**src/rtl/acc_pkg.sv**
```systemverilog
// Shared constants and types for the current-block memory sequencer.
package acc_pkg;

    localparam int unsigned IMG_W  = 16;
    localparam int unsigned IMG_H  = 16;
    localparam int unsigned PIX_W  = 8;
    localparam int unsigned ADDR_W = 8;
    localparam int unsigned COL_W  = $clog2(IMG_W);
    localparam int unsigned ROW_W  = $clog2(IMG_H);
    localparam int unsigned NPIX   = IMG_W * IMG_H;

    typedef logic [PIX_W-1:0]  pix_t;
    typedef logic [ADDR_W-1:0] addr_t;

    typedef enum logic [1:0] {
        CTRL_IDLE,
        CTRL_LOAD,
        CTRL_STREAM
    } ctrl_state_e;

endpackage

```
**src/rtl/curr_mem_addr_gen.sv**
```systemverilog
// Read-side scan address generator: row/col counters producing the memory
// address and a last-pixel flag. Scan order is raster by default; defining
// CURR_MEM_CTRL_COL_SCAN_EN switches to column-major (row fastest).
module curr_mem_addr_gen
    import acc_pkg::*;
(
    input  logic  clk,
    input  logic  rst,
    input  logic  clr,
    input  logic  adv,
    output addr_t addr,
    output logic  last
);

    logic [COL_W-1:0] col;
    logic [ROW_W-1:0] row;
    logic             col_end;
    logic             row_end;

    assign col_end = (col == COL_W'(IMG_W - 1));
    assign row_end = (row == ROW_W'(IMG_H - 1));
    assign addr    = ADDR_W'({row, col});
    assign last    = row_end && col_end;

    // Advance the scan position; clear has priority over advance.
    always_ff @(posedge clk) begin
        if (rst || clr) begin
            col <= '0;
            row <= '0;
        end else if (adv) begin
`ifdef CURR_MEM_CTRL_COL_SCAN_EN
            if (row_end) begin
                row <= '0;
                col <= col + COL_W'(1);
            end else begin
                row <= row + ROW_W'(1);
            end
`else
            if (col_end) begin
                col <= '0;
                row <= row + ROW_W'(1);
            end else begin
                col <= col + COL_W'(1);
            end
`endif
        end
    end

endmodule

```
**src/rtl/curr_mem_ctrl.sv**
```systemverilog
// Current-block memory sequencer: LOAD writes a 256-pixel raster stream into
// the block memory, STREAM scans it out to the compute datapath.
// Optional column-major STREAM order via CURR_MEM_CTRL_COL_SCAN_EN.
module curr_mem_ctrl
    import acc_pkg::*;
#(
    parameter bit INIT_LOADED = 1'b1
) (
    input  logic              clk_i,
    input  logic              rst_i,
    input  logic              load_start_i,
    input  logic              stream_start_i,
    input  logic              in_valid_i,
    input  logic [PIX_W-1:0]  in_data_i,
    output logic              in_ready_o,
    output logic              mem_we_o,
    output logic [ADDR_W-1:0] mem_waddr_o,
    output logic [PIX_W-1:0]  mem_wdata_o,
    output logic [ADDR_W-1:0] mem_raddr_o,
    input  logic [PIX_W-1:0]  mem_rdata_i,
    output logic              out_valid_o,
    output logic [PIX_W-1:0]  out_data_o,
    output logic              out_last_o,
    input  logic              out_ready_i,
    output logic              busy_o,
    output logic              loaded_o,
    output logic              done_o
);

    ctrl_state_e state;
    ctrl_state_e state_nxt;
    addr_t       wcnt;
    addr_t       rd_addr;
    logic        rd_last;
    logic        load_enter;
    logic        wr_fire;
    logic        wr_final;
    logic        rd_fire;
    logic        rd_final;

    assign load_enter  = (state == CTRL_IDLE) && load_start_i;
    assign mem_waddr_o = wcnt;
    assign mem_wdata_o = in_data_i;
    assign mem_raddr_o = rd_addr;
    assign out_data_o  = mem_rdata_i;

    // State register.
    always_ff @(posedge clk_i) begin
        if (rst_i) state <= CTRL_IDLE;
        else       state <= state_nxt;
    end

    // Next-state selection; LOAD request wins over STREAM.
    always_comb begin
        state_nxt = state;
        case (state)
            CTRL_IDLE: begin
                if (load_start_i)                    state_nxt = CTRL_LOAD;
                else if (stream_start_i && loaded_o) state_nxt = CTRL_STREAM;
            end
            CTRL_LOAD:   if (wr_final) state_nxt = CTRL_IDLE;
            CTRL_STREAM: if (rd_final) state_nxt = CTRL_IDLE;
            default:     state_nxt = CTRL_IDLE;
        endcase
    end

    // Handshake and memory-port outputs decoded from the current state.
    always_comb begin
        in_ready_o  = 1'b0;
        mem_we_o    = 1'b0;
        out_valid_o = 1'b0;
        out_last_o  = 1'b0;
        busy_o      = 1'b0;
        wr_fire     = 1'b0;
        wr_final    = 1'b0;
        rd_fire     = 1'b0;
        rd_final    = 1'b0;
        case (state)
            CTRL_LOAD: begin
                busy_o     = 1'b1;
                in_ready_o = 1'b1;
                mem_we_o   = in_valid_i;
                wr_fire    = in_valid_i;
                wr_final   = in_valid_i && (wcnt == ADDR_W'(NPIX - 1));
            end
            CTRL_STREAM: begin
                busy_o      = 1'b1;
                out_valid_o = 1'b1;
                out_last_o  = rd_last;
                rd_fire     = out_ready_i;
                rd_final    = out_ready_i && rd_last;
            end
            default: ;
        endcase
    end

    // Write counter, loaded flag and completion pulse.
    always_ff @(posedge clk_i) begin
        if (rst_i) begin
            wcnt     <= '0;
            loaded_o <= INIT_LOADED;
            done_o   <= 1'b0;
        end else begin
            done_o <= wr_final || rd_final;
            if (load_enter) begin
                wcnt     <= '0;
                loaded_o <= 1'b0;
            end else if (wr_fire) begin
                wcnt <= wcnt + ADDR_W'(1);
                if (wr_final) loaded_o <= 1'b1;
            end
        end
    end

    curr_mem_addr_gen u_addr_gen (
        .clk  (clk_i),
        .rst  (rst_i),
        .clr  (rd_final),
        .adv  (rd_fire),
        .addr (rd_addr),
        .last (rd_last)
    );

endmodule

```
**config.mk**
```make
export PLATFORM = sky130hd
export DESIGN_NAME = curr_mem_ctrl
export DESIGN_NICKNAME = d
export VERILOG_FILES = /design/src/rtl/acc_pkg.sv /design/src/rtl/curr_mem_addr_gen.sv /design/src/rtl/curr_mem_ctrl.sv
export SDC_FILE = /design/constraint.sdc
export NUM_CORES = 1
export LEC_CHECK = 0
export BUFFER_PORTS_ARGS = -buffer_cell sky130_fd_sc_hd__buf_2
export CORE_ASPECT_RATIO = 1.75
export CORE_MARGIN = 1.5
export CORE_UTILIZATION = 39
export DETAILED_ROUTE_END_ITERATION = 16
export GPL_TIMING_DRIVEN = 0
export HOLD_SLACK_MARGIN = 0.02
export PLACE_DENSITY = 0.71
export RECOVER_POWER = 100
export REMOVE_ABC_BUFFERS = 1
export SLEW_MARGIN = 10
export SYNTH_ARGS = -nofsm -noshare
export SYNTH_HDL_FRONTEND = slang
export SYNTH_HIERARCHICAL = 1
export SYNTH_SLANG_ARGS = --single-unit
```
**constraint.sdc**
```tcl
create_clock -name clk_i -period 1.7 [get_ports clk_i]
set_clock_uncertainty 0.2 [all_clocks]
set_input_delay 0.51 -clock clk_i [delete_from_list [all_inputs] [get_ports clk_i]]
set_output_delay 0.51 -clock clk_i [all_outputs]
set_load 0.05 [all_outputs]
```
==> run metrics <==
outcome=finished, violations left; failing checks=negative setup slack; IO Port Bufs=28; Slew headroom=0.751; FMAX=between 500 and 600 MHz; min Tclk post-route=between 1.5 and 2 ns; mux share of post-synthesis cell area=0.0183; initial drt markers=16; CP Class=reg2out; Root Buffer=clkbuf_8; core area=approximately 2700 sq um; Post-Syn Area=approximately 1100 sq um; CTS Sinks=20; CTS tree=yes; Synth area leader=dfxtp_1; Hold Path Stages=2; Switch Pwr=around 490 uW; DIE HEIGHT=roughly 73 um; detailed placer's ending HPWL=approximately 1900 um; DR vias/cell=roughly 5.5; DRC Markers=0; Leakage=slightly above 0.0006 uW; Int Pwr=~900 uW; Fin Setup TNS=-0.751 ns; Hold Crit Start=mem_waddr_o[1]$_SDFFE_PP0P_; combinational family with the most area after synthesis=simple AND/OR/NAND/NOR gates; n_diodes=0; share of layout cells above drive strength 1=0.507; worst endpoint required time=approximately 1 ns; Setup crit end kind=output port; crit share post-route=1.16; yosys warns=6; leading cell type in the layout, fill and taps excluded=buf_2; Worst Max-Slew Pin Slew=approximately 0.37 ns; initial antenna violation count=0; Die W=43.1 um; final hold violation count=0; RR Endpoint=u_addr_gen/row[3]$_SDFFE_PP0P_; Worst-path clk slew=about 0.070 ns; # rows=25; Die ar.=3150 sq um; arrival time worst endpoint=1.27 ns; Starting Density=0.407; vias in the first global route=971; drt total wl=about 2800 um; worst r2r src=state[0]$_SDFFE_PP0P_; Post-Place Cells=between 150 and 200; largest net degree at the start of global routing=11; FILL cells=roughly 230; xor/xnor cell area share of the yosys netlist=0.0720; synth top area cells=dfxtp_1 (37%), buf_4 (11%), ha_1 (6.9%), nand2_1 (4.1%), xor2_1 (4.0%); worst skew pair latency=between 0.2 and 0.3 ns; Yosys top cell area share=0.366; Layout area overhead=38.1%; final setup fails=7; placer's final routability congestion estimate=a little over 0.8; clk buf depth=2; Non-Filler Instances=179; antenna viol nets, final=0; Post-Synth Simple-Gate Area=0.248; sequential group share of total power=0.385; max-slew violation count=0; H-tree levels=1; global-route usage over all layers=0.178; global-route wire length before repair=4270 um; Compound-Gate Fraction of Synth Area=0.101; Num CTS Buffers=3; cells after synthesis=~130; nets=182; register area share after synthesis=0.366; Unique masters post-synth=30; Setup WS pre-CTS=-0.297 ns; Total Power=1380 uW; MaxCap Viol Count=0; post-route setup slack=-0.278 ns; TritonRoute pass-1 iters=4; RSZ-0062 raised after global routing=yes; peak supply drop=about 500 uV; via count=about 990; adder-cell share of the synthesized area=0.0686; Logic pwr share=0.397; Util after Layout=0.562; Max FO, Critical Path=3; total gr overflow=0; Hold Path Class=reg2reg; pwr dens=a little over 900 nW/um^2; Worst Hold Path EP=mem_waddr_o[1]$_SDFFE_PP0P_; clock network fraction of design power=0.218; IO Pins=between 60 and 70; Startpoint Class=flop; Yosys reg bits=20; r2r setup slk=-0.07 ns; Post-CTS Hold Fix Bufs=0; Switching Fraction=0.353; Reg2Reg Depth=6; Avg Synthesized Cell Area=roughly 8.6 sq um; most frequent cells in the layout=buf_2 (16), dfxtp_1 (13), nand2_1 (11), buf_4 (11), nor2_1 (10); Wirelength per Cell=~16 um
[metrics by stage]
step	instance area, sq um	hold slack (ns)
2_1_floorplan	967	0.367
3_3_place_gp	1140	0.277
3_5_place_dp	1140	0.286
4_1_cts	1390	0.296
5_1_grt	1510	0.326
6_report	1510	0.293
[final cells by class]
type	instances	area, sq um	share of cell area
Clock buffer	3	41.3	0.0273
Inverter	3	21.3	0.0141
Multi-Input combinational cell	86	686	0.454
Sequential cell	20	417	0.276
Tap cell	27	33.8	0.0224
Timing Repair Buffer	40	313	0.207
[kinds of logic after synthesis]
kind of cell	after synthesis
AO/OA/AOI/OAI	18
XOR/XNOR	9
adder cells (fa/ha/maj)	6
buffers and inverters	21
flip-flops	20
multiplexers	2
AND/OR/NAND/NOR	51
[synth_stat cells, drive strengths merged]
cell type	number
mux2i	2
nand2b	2
or3	4
inv	3
a21oi	7
a22oi	1
buf	16
dfxtp	20
nand2	12
nor2b	1
o21ai	6
clkbuf	2
and2	3
or2b	1
nor2	14
o21bai	1
nand4	4
o31ai	1
xnor2	4
ha	6
nand3	5
xor2	5
or2	1
nor3	3
and3	1
a211o	2
[worst max-delay path by stage]
stage                                   start         end  slack (ns)  cells past startpoint
2_1_floorplan  u_addr_gen/col[0]$_SDFFE_PP0P_  out_last_o       -0.63                      4
3_3_place_gp   u_addr_gen/col[0]$_SDFFE_PP0P_  out_last_o       -0.26                      5
3_5_place_dp            state[1]$_SDFFE_PP0P_    mem_we_o       -0.30                      5
4_1_cts        u_addr_gen/col[1]$_SDFFE_PP0P_  out_last_o       -0.30                      5
5_1_grt        u_addr_gen/col[3]$_SDFFE_PP0P_  out_last_o       -0.35                      4
6_report       u_addr_gen/row[0]$_SDFFE_PP0P_  out_last_o       -0.28                      5
[worst max-delay path, cell delays in order, from the launching register on]
cell and delay [ns]:
dfxtp_2 0.36, ha_4 0.14, nand3_4 0.08, nor2_4 0.14, and2_4 0.16, buf_8 0.14
[power groups by stage]
stage               Combinational, uW  Sequential (uW)  Clock [uW]
floorplan                         250              551           0
finish                            546              529         300
detailed placement                355              519           0
CTS                               494              524         310
global placement                  344              517           0
global route                      582              532         333
[repair_timing]
| action | 4_1_cts | 5_1_grt |
|---|---|---|
| pin swaps | 6 | 4 |
| setup buffers | 7 | 6 |
| endpoints found under the setup margin | 18 | 18 |
| resized for setup | 45 | 25 |
| hold endpoints to repair | 0 | 0 |
[layer usage]
metal	track usage	vias up	share of wire
li1	-	465	-
met4	0.0505	0	0.0046
met3	0.0842	2	0.097
met2	0.323	53	0.55
met5	0.0545	-	0
met1	0.172	465	0.35
[state kept, by name, indices dropped and copies added (netlist names)]
name and cells:
mem_waddr_o 8, state 2, u_addr_gen/row 4, done_o 1
u_addr_gen/col 4, loaded_o 1
Note: power is estimated with default switching activity, not from simulation.
